**src/rtl/alloc144_if.sv**
```systemverilog
// Allocation/free bus of the 144-entry index allocator.
// Handshake: a grant happens on any rising edge where alloc_req and alloc_rdy are both 1;
// alloc_idx is stable while alloc_rdy is 1, and alloc_req with alloc_rdy = 0 is simply dropped.
interface alloc144_if;
  logic       alloc_req;
  logic       alloc_rdy;
  logic [7:0] alloc_idx;
  logic       free_v;
  logic [7:0] free_idx;
  logic [7:0] free_cnt;
  logic       err;
  logic       fsm_state;

  modport master (
    output alloc_req, free_v, free_idx,
    input  alloc_rdy, alloc_idx, free_cnt, err, fsm_state
  );

  modport slave (
    input  alloc_req, free_v, free_idx,
    output alloc_rdy, alloc_idx, free_cnt, err, fsm_state
  );
endinterface

```
**src/rtl/alloc144.sv**
```systemverilog
// Lowest-index-first allocator over 144 entries with a free bitmap, popcount counter
// and an error pulse on illegal frees. Optional reserved entry 0.
module alloc144 #(
  parameter bit RSVD0 = 1'b0
) (
  input  logic      clk,
  input  logic      rstn,
  input  logic      clr,
  alloc144_if.slave bus
);
  typedef enum logic {SCAN = 1'b0, READY = 1'b1} state_t;

  localparam logic [143:0] MAP_INIT = RSVD0 ? {{143{1'b1}}, 1'b0} : {144{1'b1}};
  localparam logic [7:0]   CNT_INIT = RSVD0 ? 8'd143 : 8'd144;

  state_t       state, state_n;
  logic [143:0] map, map_n;
  logic [7:0]   cnt, cnt_n;
  logic [7:0]   idx;
  logic [7:0]   cand;
  logic         err_q;
  logic         grant, free_ok, free_bad;

  // Reverse scan so the lowest set bit is the last assignment to win.
  always_comb begin
    cand = 8'd255;
    for (int i = 143; i >= 0; i--) begin
      if (map[i]) cand = 8'(i);
    end
  end

  // A free of the entry being granted sees its map bit still set, so it is a double free.
  always_comb begin
    grant    = (state == READY) && bus.alloc_req;
    free_ok  = bus.free_v && (bus.free_idx < 8'd144) && !map[bus.free_idx]
               && !(RSVD0 && (bus.free_idx == 8'd0));
    free_bad = bus.free_v && !free_ok;
    map_n    = map;
    if (grant)   map_n[idx] = 1'b0;
    if (free_ok) map_n[bus.free_idx] = 1'b1;
    cnt_n    = cnt + 8'(free_ok) - 8'(grant);
  end

  always_comb begin
    state_n = state;
    case (state)
      SCAN:    if (cand != 8'd255) state_n = READY;
      READY:   if (grant) state_n = SCAN;
      default: state_n = SCAN;
    endcase
  end

  always_ff @(posedge clk) begin
    if (!rstn)    state <= SCAN;
    else if (clr) state <= SCAN;
    else          state <= state_n;
  end

  always_ff @(posedge clk) begin
    if (!rstn) begin
      map   <= MAP_INIT;
      cnt   <= CNT_INIT;
      idx   <= 8'd255;
      err_q <= 1'b0;
    end else if (clr) begin
      map   <= MAP_INIT;
      cnt   <= CNT_INIT;
      idx   <= 8'd255;
      err_q <= 1'b0;
    end else begin
      map   <= map_n;
      cnt   <= cnt_n;
      err_q <= free_bad;
      // Candidate is sampled only in SCAN; later lower frees wait for the next scan.
      if (state == SCAN) idx <= cand;
    end
  end

  assign bus.alloc_rdy = (state == READY) && !clr;
  assign bus.alloc_idx = idx;
  assign bus.free_cnt  = cnt;
  assign bus.err       = err_q;
  assign bus.fsm_state = state;
endmodule

```
**src/flat_wrapper.sv**
```systemverilog
// flat-port wrapper written by rule: the top's interface ports become plain ports
module alloc144_flat 
#(
  parameter bit RSVD0 = 1'b0
)
  (clk, rstn, clr, bus_alloc_req, bus_free_v, bus_free_idx, bus_alloc_rdy, bus_alloc_idx, bus_free_cnt, bus_err, bus_fsm_state);
  alloc144_if bus_i ();
  input  logic clk;
  input  logic rstn;
  input  logic clr;
  input wire logic [$bits(bus_i.alloc_req)-1:0] bus_alloc_req;
  input wire logic [$bits(bus_i.free_v)-1:0] bus_free_v;
  input wire logic [$bits(bus_i.free_idx)-1:0] bus_free_idx;
  output wire logic [$bits(bus_i.alloc_rdy)-1:0] bus_alloc_rdy;
  output wire logic [$bits(bus_i.alloc_idx)-1:0] bus_alloc_idx;
  output wire logic [$bits(bus_i.free_cnt)-1:0] bus_free_cnt;
  output wire logic [$bits(bus_i.err)-1:0] bus_err;
  output wire logic [$bits(bus_i.fsm_state)-1:0] bus_fsm_state;
  assign bus_i.alloc_req = bus_alloc_req;
  assign bus_i.free_v = bus_free_v;
  assign bus_i.free_idx = bus_free_idx;
  assign bus_alloc_rdy = bus_i.alloc_rdy;
  assign bus_alloc_idx = bus_i.alloc_idx;
  assign bus_free_cnt = bus_i.free_cnt;
  assign bus_err = bus_i.err;
  assign bus_fsm_state = bus_i.fsm_state;
  alloc144 #(.RSVD0(RSVD0)) u_core (.clk(clk), .rstn(rstn), .clr(clr), .bus(bus_i));
endmodule
```
**config.mk**
```make
export PLATFORM = sky130hd
export DESIGN_NAME = alloc144_flat
export DESIGN_NICKNAME = d
export VERILOG_FILES = /design/src/rtl/alloc144_if.sv /design/src/rtl/alloc144.sv /design/src/flat_wrapper.sv
export SDC_FILE = /design/constraint.sdc
export NUM_CORES = 1
export LEC_CHECK = 0
export CORE_ASPECT_RATIO = 0.9
export CORE_MARGIN = 3
export CORE_UTILIZATION = 48
export DETAILED_ROUTE_END_ITERATION = 7
export DONT_BUFFER_PORTS = 1
export GPL_TIMING_DRIVEN = 0
export HOLD_SLACK_MARGIN = 0.12
export REMOVE_ABC_BUFFERS = 1
export SETUP_SLACK_MARGIN = 0.3
export SLEW_MARGIN = 20
export SYNTH_ARGS = -nofsm -noshare
export SYNTH_HDL_FRONTEND = slang
export SYNTH_SLANG_ARGS = --single-unit
```
**constraint.sdc**
```tcl
create_clock -name clk -period 5 [get_ports clk]
set_input_delay 0.5 -clock clk [delete_from_list [all_inputs] [get_ports clk]]
set_output_delay 0.5 -clock clk [all_outputs]
set_load 0.02 [all_outputs]
```
Word-level counts from Yosys, hierarchy flattened
Index checks and enable logic that the tools add are counted.
- $add $sub $neg: 2
- magnitude comparators: 5
- equality and inequality tests: 1
- muxes and demuxes: 155
- bitwise operators: 5
- reduce and logical (&&, ||, !) cells: 11
- operator list (kind ; number):
    $mux W8 ; 143
    $mux W144 ; 2
    $and A144 B144 Y144 ; 1
    $not A144 Y144 ; 1
    $or A144 B144 Y144 ; 1
    $lt A8 B9 Y1 const B ; 2
    $demux W1 S8 ; 2
    $ge A8 B1 Y1 const B ; 2
    $add A8 B1 Y8 ; 1
    $bmux W1 S8 ; 1
    $lt A8 B8 Y1 const B ; 1
    $ne A8 B8 Y1 const B ; 1
    $sub A8 B1 Y8 ; 1
    $logic_and A1 B1 Y1 ; 7
    $mux W7 ; 1
    $mux W1 ; 5
    $logic_not A1 Y1 ; 3
    $not A1 Y1 ; 2
    $pmux W1 S2 ; 1
    $reduce_or A2 Y1 ; 1
- flip-flop bits (word level): 162
- bits of input ports: 13
- output and inout port bits: 19
- word-level logic and storage cells: 184

Logic depth before layout (Yosys ltp)
Gate-level depths: netlist of run 1.
- depth in word-level cells: 147
- depth in mapped cells: 21
- depth with buffers taken out: 17

Least setup slack after synthesis of run 1
No wires, ideal clock.
- path kind: in2reg
- start: input bus_free_idx[0]
- end: register u_core.cnt[6], in the netlist u_core.bus.free_cnt[6]
- setup time: 0.128 ns
- arrival time: 4.310 ns
- required time: 4.872 ns
- slack: 0.562 ns
- cell stages on the path: 21
- path buffers: 4
- path through: buf_4 > buf_1 > buf_2 > buf_2 > mux4_2 > a22o_1 > a221oi_1 > o21ai_0 > a21oi_1 > nor2_1 > nor2_1 > ha_1 > inv_1 > fa_1 > nor2b_1 > o21ai_0 > nand2b_1 > a21o_1 > a21oi_1 > xor2_1 > nor2_1
- cells in the longest elaborated chain, start to end: 6
- elaborated cells on any way between the ends: 8
- classes of those cells: 2 x add/sub; 1 x order compare; 2 x mux; 3 x reduce/logical
- ends and longest elaborated chain (what ; line ; RTL):
    start, declared ; flat_wrapper.sv:13 ; input wire logic [$bits(bus_i.free_idx)-1:0] bus_free_idx;
    $bmux W1 S8 ; alloc144.sv:35 ; free_ok = bus.free_v && (bus.free_idx < 8'd144) && !map[bus.free_idx]
    $mux W1 (not written as such) ; alloc144.sv:35 ;
    $logic_not A1 Y1 ; alloc144.sv:35 ;
    $logic_and A1 B1 Y1 * ; alloc144.sv:35 ;
    $add A8 B1 Y8 * ; alloc144.sv:41 ; cnt_n = cnt + 8'(free_ok) - 8'(grant);
    $sub A8 B1 Y8 * ; alloc144.sv:41 ;
    end signal, assigned ; alloc144.sv:72 ; cnt <= cnt_n;
    end, declared ; alloc144.sv:18 ; logic [7:0] cnt, cnt_n;
Every way passes the cells marked *; elsewhere a longest branch is shown, timed or not. The select of a mux whose other input is x is not followed.
A chain may end at the register's enable or synchronous reset.

Worst setup path after layout of run 1
- start: register u_core.map[132]
- end: register u_core.cnt[6], in the netlist u_core.bus.free_cnt[6]
- cells in the longest elaborated chain, start to end: 6
- ends and longest elaborated chain (what ; line ; RTL):
    start, declared ; alloc144.sv:17 ; logic [143:0] map, map_n;
    start signal, assigned ; alloc144.sv:71 ; map <= map_n;
    $bmux W1 S8 ; alloc144.sv:35 ;
    $mux W1 (not written as such) ; alloc144.sv:35 ;
    $logic_not A1 Y1 ; alloc144.sv:35 ;
    $logic_and A1 B1 Y1 ; alloc144.sv:35 ;
    $add A8 B1 Y8 ; alloc144.sv:41 ;
    $sub A8 B1 Y8 ; alloc144.sv:41 ;
Every way passes these cells. The select of a mux whose other input is x is not followed.

==> results of run 1 <==
-- layout make-up --
cell class / count / share of cell area [%]
multi-input cells: 941 / 56.1
flip-flops and latches: 162 / 31.5
clock buffers: 19 / 4.31
well taps: 245 / 2.98
inverters: 50 / 1.83
repair buffers: 17 / 1.69
clock inverters: 12 / 1.55
-- sequential cells by signal (all words and copies together), names as in the netlist --
| register | cells |
|---|---|
| u_core.bus.alloc_idx | 8 |
| u_core.map | 144 |
| u_core.bus.err | 1 |
| u_core.bus.free_cnt | 8 |
| u_core.bus.fsm_state | 1 |
-- worst paths after layout --
| path | to | slack [ns] | cells after the start |
|---|---|---|---|
| setup / recovery | u_core.bus.free_cnt[6] | 0.87 | 16 |
| hold / removal | u_core.bus.err | 0.24 | 1 |
| setup reg to reg | u_core.bus.free_cnt[6] | 0.87 | 16 |
| hold reg to reg | u_core.map[143] | 0.54 | 2 |
-- metrics by stage --
stage / area, um^2 / utilization [%] / TNS (ns) / hold slack [ns] / setup slack (ns)
floorplan: 9100 / - / 0 / 0.462 / 1.17
global placement: 9410 / 50.1 / -30.02 / 0.499 / -0.894
detailed placement: 9670 / 51.6 / 0 / 0.512 / 0.846
CTS: 10300 / 54.8 / 0 / 0.230 / 0.984
global route: 10300 / 54.8 / 0 / 0.228 / 0.717
finish: 10300 / 54.8 / 0 / 0.239 / 0.872
-- report_power, final --
part | switching, mW | internal [mW]
registers | 0.0383 | 1.30
clock network | 0.575 | 0.799
logic | 0.128 | 0.0691
-- critical path, cell delays in order (launching register included) --
cell      delay (ns)
dfxtp_1         0.37
mux4_2          0.50
mux4_2          0.56
o31a_1          0.28
o32ai_2         0.34
o211ai_1        0.22
nor2_1          0.27
ha_1            0.23
inv_1           0.06
fa_1            0.38
nor2b_1         0.16
o21ai_0         0.10
nand2b_1        0.11
a21o_1          0.13
a21oi_1         0.07
xor2_1          0.15
nor2_1          0.05
-- metal layers --
layer / GRT usage (%) / vias to the layer above
met5: 0 / -
met4: 18.3 / 0
met3: 10.0 / 128
met2: 48.1 / 581
met1: 48.4 / 4658
li1: - / 4448
-- kinds of logic (layout without fill, tap and decap cells) --
| kind of cell | Yosys count | after routing | synth area share (%) |
|---|---|---|---|
| xor+xnor | 6 | 6 | 0.563 |
| fa+ha+maj | 9 | 9 | 1.29 |
| simple gates | 439 | 439 | 22.0 |
| buf+inv | 110 | 98 | 4.59 |
| flops | 162 | 162 | 34.7 |
| compound gates | 448 | 448 | 27.6 |
| mux | 39 | 39 | 9.27 |
-- cell usage in the layout, fill, tap and decap left out, drive strengths merged, types with 10 or more instances in the layout --
cell	Yosys	routed
nor2b	10	10
or4	10	10
nor2	89	89
nor4	54	54
clkbuf	50	19
a21oi	183	183
dfxtp	162	162
o31ai	16	16
a22oi	10	10
o21ai	170	170
nor3	40	40
buf	10	17
nand2b	16	16
nand2	175	175
mux4	38	38
o211ai	12	12
nand3	15	15
inv	50	51
==> summary.txt, run 1 <==
Outcome
  – Status: completed

Timing
  – Final hold violations: 0
  – Max-slew violation count: 0
  – Setup Skew: roughly 0.014 ns
  – # setup viols final: 0
  – Tmin final: 4.13 ns
  – Worst slew pin tran: roughly 1.2 ns
  – Final Cycle Share: between 80 and 90%
  – RSZ-0062 raised after global routing: no
  – Max Clock Freq: roughly 0.24 GHz
  – Worst slew margin: between 15 and 20%

Worst setup path
  – WS Path Type: flop to flop
  – Critical-path maximum fanout: 6
  – Worst EP arrival: 4.43 ns
  – CP required: roughly 5.3 ns
  – R2r startpoint: u_core.map[132]
  – Crit path capture type: flop
  – CP Launch Point: u_core.map[132]
  – Worst setup SP type: flop

Final layout
  – Seq. cell area: 3240 um^2
  – Share of layout cells above drive strength 1: roughly 10%
  – Nets: ~1.2k
  – Fin cells: ~1.4k
  – Antenna Cells: 0
  – Fill cell count: approximately 1.8k
  – Area of the multi-input gates: ~5800 um^2
  – Area added between synthesis and finish: 10.1%

Floorplanning
  – Die X: around 150 um
  – Total Die Area: roughly 21000 um^2
  – Std-Cell Rows: between 40 and 50
  – Die Y: ~140 um
  – Initial core utilization: 49.8%
  – Top Ports: 32
  – Core Area: about 19000 um^2

Place
  – RD Place Congestion: between 0.9 and 1
  – Port bufs: 0
  – Inst Count DP: 1415
  – Dpl hpwl: between 20 and 30 mm

CTS
  – CTS Buf Count: 17
  – Worst skew pair latency: between 0.4 and 0.5 ns
  – H-tree depth: 4
  – CTS tree: yes
  – # Post-CTS Setup Buffers: 0
  – CTS Hold Bufs: 0
  – Num Clock Sinks: around 160
  – Clk root buf: clkbuf_16
  – Clk buf depth: 2
  – CTS resizes: 0
  – Clock-pin slew on the worst setup and hold paths: around 0.07 ns

Global routing
  – Number of global-route vias before repair: roughly 9k
  – Grt total ovfl: 0
  – Gr usage total: between 30% and 40%
  – Pin count of the biggest net entering global routing: between 50 and 60
  – First-pass GRT wire length: roughly 56 mm
  – Initial antenna violation count: 0

Drt
  – Routed Antenna Nets: 0
  – First-iteration detailed-routing DRC count: approximately 1.4k
  – First-pass DRT Iterations: 5
  – Met3 wire len: between 4 and 5 mm
  – Met2 WL post-DR: roughly 15 mm
  – WL final: 37.4 mm
  – Routed via count: around 9.8k
  – Met1 wire length: approximately 16 mm
  – Residual DRC: 0
  – Wire length per cell: approximately 26 um
  – Via density: just under 7
  – Top Metal Used: met4

Synth
  – Top post-synthesis cells by area: dfxtp_1 35%, a21oi_1 9.8%, mux4_2 9.2%, o21ai_0 8.6%, nand2_1 7.0%
  – Cell area after synthesis: roughly 9300 um^2
  – Top cells by count, synth: 183 x a21oi_1, 175 x nand2_1, 162 x dfxtp_1
  – Mean Syn Cell Area: around 7.7 um^2
  – Sequential area share after synthesis: about a third
  – Top FF cell, synth: dfxtp_1
  – Yosys reg bits: 162
  – Ys Warns: 0
  – Mapped Cells: between 1k and 1.5k
  – Post-synth top area share: 34.7%
  – Count leader, synth: a21oi_1
  – Cell variety after synth: 64
  – Asr flop ratio synth: 0%
  – Top cell type by total area after synthesis: dfxtp_1
  – Number of flops mapped to enable cells by yosys: 0

Power
  – Overall power after layout: a little under 3 mW
  – Leakage: about 3.1 nW
  – Worst VDD drop: around 0.18 mV
  – Total power per unit cell area: ~280 nW/um^2

Hold path
  – Hold Path Class: primary input to flop
  – Hold_sp: bus_free_v

Job
  – Max-cap violations: 0
Note: power is estimated with default switching activity, not from simulation.
==> run 2, diff against run 1 <==
- PLACE_DENSITY: default -> 0.65
- clock period: 5 -> 3.7 ns (I/O delays scaled with it)
==> run 2 against run 1 <==
Net effect:
- the run now ends with setup timing left
- combinational power rose by 58%
- sequential share of layout area shrank 0.29 points
- clock-buffer cell count rose by 2
- fmax is 7.2% higher
- die area unchanged
- core utilization increased by 0.87 points
- worst setup slack got worse by 1.0 ns
- via count increased by 1.5%
- hold slack improved by 0.027 ns
- total power rose by 37%
- non-clock buffer count increased by 12
- first-iteration DRC count increased by 6.8%
==> summary.txt, run 2 (synthesis results as in run 1) <==
Worst setup path
  – R2r startpoint: u_core.map[131]
  – Reg2reg setup slack: -0.15 ns (-1.02 ns)
  – CP peak stage delay: 0.55 ns (about the same)
  – Worst EP arrival: 4.16 ns (-0.27 ns)
  – WS Path Type: flop to flop
  – Crit-path cells: mux4_2, mux4_2, o31a_1, o32ai_4, o211ai_1, nor2_2, ha_2, inv_2, fa_2, nor2b_4, o21ai_2, nand2b_1, a21o_1, a21oi_2, xor2_1, nor2_1
  – Bufs and invs on worst path: 1 (unchanged)
  – CP required: 4.00 ns (-1.30 ns)
  – Worst setup SP type: flop
  – Worst R2R End: u_core.bus.free_cnt[6]
  – Crit path capture type: flop
  – Critical-path maximum fanout: 4 (-2)
  – Slowest cell on crit path: mux4_2
  – CP top delay family: multiplexers
  – Reg2Reg Depth: 16 (unchanged)
  – Most used cell, CP: mux4_2

Drt
  – Routed Antenna Nets: 0 (unchanged)
  – First-iteration detailed-routing DRC count: 1470 (+6.8%)
  – Met1 wire length: 14.6 mm (-5.9%)
  – WL final: 36.8 mm (-1.8%)
  – Routed via count: 9958 (+1.5%)
  – Via density: 6.83 (+0.69%)
  – Met2 WL post-DR: 15.8 mm (+2.7%)
  – Residual DRC: 0 (unchanged)
  – Met3 wire len: 4.74 mm (+9.4%)
  – First-pass DRT Iterations: 6 (+1)
  – Top Metal Used: met5
  – Wire length per cell: 25.2 um (-2.5%)

Timing
  – Tmin final: 3.85 ns (-0.277 ns)
  – Final Cycle Share: 104% (+22 points)
  – RSZ-0062 raised after global routing: yes
  – Worst slew pin tran: 1.28 ns (+0.0351 ns)
  – Hold WS: 0.266 ns (+0.0270 ns)
  – Worst Slack Setup Final: -0.151 ns (-1.02 ns)
  – Max-slew violation count: 0 (unchanged)
  – Worst slew margin: 14.4% (-2.2 points)
  – # setup viols final: 2 (+2)
  – Final hold violations: 0 (unchanged)
  – Sum Neg Setup Slack: -0.288 ns (-0.288 ns)
  – Setup Skew: 0.0116 ns (-0.00244 ns)
  – Max Clock Freq: 0.260 GHz (+7.2%)

Floorplanning
  – Total Die Area: 21200 um^2 (unchanged)
  – Top Ports: 32 (unchanged)
  – Initial core utilization: 49.8% (unchanged)
  – Die Y: 138 um (unchanged)
  – Die X: 153 um (unchanged)
  – Std-Cell Rows: 47 (unchanged)
  – Core Area: 18800 um^2 (unchanged)

Place
  – RD Place Congestion: 0.967 (+2.1%)
  – Dpl hpwl: 24.5 mm (-2.4%)
  – Inst Count DP: 1415 (unchanged)
  – Port bufs: 0 (unchanged)

Power
  – Overall power after layout: 3.99 mW (+37%)
  – Total power per unit cell area: 382 nW/um^2 (+35%)
  – Worst VDD drop: 0.267 mV (+47%)
  – Leakage: 3.17 nW (+2.4%)

Final layout
  – Fin cells: 1457 (+0.76%)
  – Area added between synthesis and finish: 11.8%
  – Seq. cell area: 3260 um^2 (+0.66%)
  – Most common cell after layout, fill and taps aside: a21oi_1
  – Number of flip-flops in the largest register: 144 (unchanged)
  – Fill cell count: 1734 (-4.3%)
  – Area of the multi-input gates: 5830 um^2 (+1.1%)
  – Most frequent cells in the layout: 180 x a21oi_1, 174 x nand2_1, 158 x o21ai_0
  – Nets: 1223 (+0.99%)
  – Antenna Cells: 0 (unchanged)
  – Share of layout cells above drive strength 1: 13.0% (+2.8 points)
  – Top reg by flops: u_core.map

Hold path
  – Hold_sp: clr
  – Hold Path Class: primary input to flop
  – Hold Path Sink: u_core.bus.free_cnt[7]
  – Hold path cells: 2 (+1)

Global routing
  – Number of global-route vias before repair: 8633 (-2.6%)
  – Grt total ovfl: 0 (unchanged)
  – Gr usage total: 33.5% (-1.1 points)
  – First-pass GRT wire length: 54.6 mm (-2.3%)
  – Initial antenna violation count: 1 (+1)
  – Pin count of the biggest net entering global routing: 66 (+18%)

CTS
  – Clock-pin slew on the worst setup and hold paths: 0.07 ns (about the same)
  – CTS tree: yes
  – H-tree depth: 4 (unchanged)
  – Clk root buf: clkbuf_16
  – CTS Buf Count: 17 (unchanged)
  – Num Clock Sinks: 162 (unchanged)
  – Clk buf depth: 2 (unchanged)
  – Worst skew pair latency: 0.45 ns (about the same)

Outcome
  – Failing checks: setup timing
  – Status: complete, but fails checks

Job
  – Max-cap violations: 0 (unchanged)
## run 2: worst max path at each step
stage	start	end	cells past startpoint
after CTS	u_core.map[134]	u_core.bus.free_cnt[6]	16
after detailed placement	bus_free_idx[0]	u_core.bus.free_cnt[6]	16
final	u_core.map[131]	u_core.bus.free_cnt[6]	16
after global routing	u_core.map[133]	u_core.bus.free_cnt[6]	16
after floorplan	clr	u_core.bus.alloc_idx[0]	5
after global placement	clr	u_core.bus.alloc_idx[0]	5
## run 2: final cells by class
cell class	instances	area share (%)
clock buffers	21	4.50
flip-flops and latches	162	31.3
repair buffers	29	2.42
well taps	245	2.93
inverters	50	1.80
clock inverters	9	1.25
multi-input cells	941	55.8
## run 2: timing repair
item / 4_1_cts / 5_1_grt
buffers inserted: 8 / 3
endpoints found under the hold margin: 1 / 0
resized for setup: 21 / 13
hold buffers: 1 / 0
setup endpoints to repair: 35 / 48
gates cloned: 0 / 0
pin swaps: 10 / 9
## run 2: where the power goes
| part | total [mW] | internal [mW] | leakage [nW] | switching, mW |
|---|---|---|---|---|
| logic | 0.313 | 0.123 | 1.56 | 0.190 |
| clock network | 1.87 | 1.11 | 0.295 | 0.758 |
| registers | 1.81 | 1.76 | 1.31 | 0.0510 |
## run 2: through the flow
step / setup slack (ns) / utilization (%) / instance area, um^2
6_report: -0.151 / 55.7 / 10400
5_1_grt: -0.269 / 55.7 / 10400
4_1_cts: -0.120 / 55.3 / 10400
3_5_place_dp: -0.437 / 51.5 / 9660
3_3_place_gp: -1.96 / 50.1 / 9410
2_1_floorplan: 0.00125 / - / 9100
## run 2: per-layer routing
| layer | vias to the layer above | global-route usage, % |
|---|---|---|
| met2 | 688 | 49.2 |
| li1 | 4459 | - |
| met1 | 4687 | 47.0 |
| met4 | 2 | 13.8 |
| met5 | - | 0 |
| met3 | 122 | 8.84 |
==> run 3, diff against run 2 <==
- DONT_BUFFER_PORTS: 1 -> default
- GPL_ROUTABILITY_DRIVEN: default -> 0
- PLACE_DENSITY: 0.65 -> 0.67
- clock period: 3.7 -> 3.2 ns (I/O delays scaled with it)
==> run 3 against run 2 <==
Net effect:
- the run ends with DRC, setup timing left
- global-route usage grew 1.2 points
- sequential share of layout area shrank 1.7 points
- cell count grew 3.2%
- final area grew 5.7%
- clock skew shrank 0.0013 ns
- hold slack gained 0.26 ns
- wire length grew 2.6%
- critical path depth is the same
- critical path type unchanged
- via count grew 3.4%
- sequential power grew 14%
- core utilization grew 3.2 points
- combinational power grew 68%
==> summary.txt, run 3 (synthesis results as in run 1) <==
Place
  – Port bufs: 31 (+31)
  – Inst Count DP: 1447 (+2.3%)
  – Dpl hpwl: 24.7 mm (+0.96%)
  – Placed inst area: 10000 um^2 (+3.7%)

Final layout
  – Top reg by flops: u_core.map
  – Number of flip-flops in the largest register: 144 (unchanged)
  – Final Cell Area: 11000 um^2 (+5.7%)
  – Area added between synthesis and finish: 18.2%
  – Final Util: 58.8% (+3.2 points)
  – Most common cell after layout, fill and taps aside: a21oi_1
  – Share of layout cells above drive strength 1: 14.3% (+1.3 points)
  – Fin cells: 1503 (+3.2%)
  – Nets: 1269 (+3.8%)
  – Most frequent cells in the layout: 180 x a21oi_1, 171 x nand2_1, 153 x o21ai_0

Power
  – Worst VDD drop: 0.316 mV (+18%)
  – Total power per unit cell area: 432 nW/um^2 (+13%)
  – Leakage: 3.47 nW (+9.4%)

Floorplanning
  – Initial core utilization: 49.8% (unchanged)
  – Die Y: 138 um (unchanged)
  – Total Die Area: 21200 um^2 (unchanged)
  – Top Ports: 32 (unchanged)
  – Std-Cell Rows: 47 (unchanged)
  – Core Area: 18800 um^2 (unchanged)
  – Die X: 153 um (unchanged)

CTS
  – H-tree depth: 4 (unchanged)
  – Worst skew pair latency: 0.44 ns (about the same)
  – Clk buf depth: 2 (unchanged)
  – Num Clock Sinks: 162 (unchanged)
  – CTS Buf Count: 17 (unchanged)
  – Clk root buf: clkbuf_16
  – CTS tree: yes
  – Clock-pin slew on the worst setup and hold paths: 0.06 ns (about the same)

Worst setup path
  – Reg2Reg Depth: 16 (unchanged)
  – CP required: 3.52 ns (-0.48 ns)
  – Reg2reg setup slack: -0.57 ns (-0.42 ns)
  – CP endpoint: u_core.bus.free_cnt[6]
  – Crit path capture type: flop
  – CP Launch Point: u_core.map[134]
  – Worst EP arrival: 4.09 ns (-0.07 ns)
  – Worst setup SP type: flop
  – WS Path Type: flop to flop
  – Critical-path maximum fanout: 2 (-2)
  – Worst R2R End: u_core.bus.free_cnt[6]
  – R2r startpoint: u_core.map[134]

Timing
  – Worst slew pin tran: 1.27 ns (-0.0159 ns)
  – Worst Slack Setup Final: -0.569 ns (-0.418 ns)
  – Max-slew violation count: 0 (unchanged)
  – Final hold violations: 0 (unchanged)
  – Final Cycle Share: 118% (+14 points)
  – Max Clock Freq: 0.265 GHz (+2.2%)
  – Worst slew margin: 15.3% (+0.92 points)
  – # setup viols final: 23 (+21)
  – Tmin final: 3.77 ns (-0.0816 ns)
  – RSZ-0062 raised after global routing: yes
  – Hold WS: 0.526 ns (+0.260 ns)
  – Setup Skew: 0.0102 ns (-0.00135 ns)

Drt
  – Routed via count: 10.3k (+3.4%)
  – Via density: 6.85 (+0.25%)
  – Wire length per cell: 25.1 um (-0.54%)
  – First-iteration detailed-routing DRC count: 1721 (+17%)
  – Residual DRC: 9 (+9)
  – Routed Antenna Nets: 0 (unchanged)
  – First-pass DRT Iterations: 8 (+2)
  – WL final: 37.7 mm (+2.6%)

Global routing
  – Gr usage total: 34.7% (+1.2 points)
  – Number of global-route vias before repair: 9171 (+6.2%)
  – First-pass GRT wire length: 56.8 mm (+4.2%)
  – Initial antenna violation count: 1 (unchanged)
  – Grt total ovfl: 0 (unchanged)
  – Pin count of the biggest net entering global routing: 57 (-14%)

Outcome
  – Status: complete, but fails checks
  – Failing checks: DRC, setup timing

Hold path
  – Hold Path Class: flop to flop
  – Hold path cells: 2 (unchanged)

Job
  – Max-cap violations: 0 (unchanged)
[run 3: cell count changes in the layout (fill, tap and decap cells not counted), moves of 3 or more]
cell and change:
buf_6 +7, buf_4 +6, clkbuf_1 +3, nand2_4 +3, nand2_1 -3, o21ai_1 +4, o21ai_0 -5, clkdlybuf4s50_1 +29
nor2_2 -3
[run 3: worst min path at each step]
stage	start	to
3_3_place_gp	u_core.map[92]	u_core.map[92]
2_1_floorplan	bus_free_v	u_core.bus.err
5_1_grt	u_core.map[130]	u_core.map[130]
4_1_cts	u_core.map[133]	u_core.map[133]
6_report	u_core.map[130]	u_core.map[130]
3_5_place_dp	u_core.map[142]	u_core.map[142]
[run 3: final cells by class]
| type | instances | area, um^2 |
|---|---|---|
| inverters | 50 | 188 |
| diodes | 1 | 2.50 |
| fillers | 1692 | 7720 |
| flip-flops and latches | 162 | 3270 |
| multi-input cells | 941 | 5910 |
| well taps | 245 | 307 |
| clock buffers | 23 | 468 |
| clock inverters | 6 | 130 |
| repair buffers | 75 | 769 |
[run 3: critical path, cell delays in order, from the launching register on]
cell	delay, ns
dfxtp_4	0.34
mux4_2	0.47
mux4_2	0.53
o31a_1	0.29
o32ai_4	0.23
o211ai_1	0.17
nor2_2	0.25
ha_2	0.24
inv_2	0.04
fa_2	0.38
nor2b_4	0.14
o21ai_2	0.05
nand2b_1	0.11
a21o_1	0.15
a21oi_2	0.06
xor2_1	0.15
nor2_1	0.05
[run 3: what timing repair did]
item / in CTS / in global routing
cloned: 1 / 0
endpoints found under the setup margin: 152 / 120
resized for setup: 47 / 15
endpoints found under the hold margin: 0 / 0
hold buffers: 0 / 0
buffers inserted: 20 / 5
pin swaps: 12 / 13
[run 3: layer usage]
metal	routed length (um)	GRT usage [%]	vias to the layer above
met1	14500	47.1	4820
met5	0	0	-
met2	15700	48.4	753
met4	2320	17.6	0
li1	-	-	4562
met3	5150	12.8	163
[run 3: stage by stage]
stage	setup TNS, ns	total power [mW]	setup slack [ns]
2_1_floorplan	-7.48	2.33	-0.449
3_3_place_gp	-448.93	2.51	-3.90
3_5_place_dp	-84.89	2.54	-1.42
4_1_cts	-7.51	4.72	-0.581
5_1_grt	-8.21	4.87	-0.707
6_report	-6.29	4.76	-0.569
[run 3: power by group]
part	internal, mW	leakage, nW	switching, mW
Sequential	2.03	1.31	0.0371
Clock	1.33	0.293	0.835
Combinational	0.213	1.86	0.313
Total	3.58	3.47	1.19
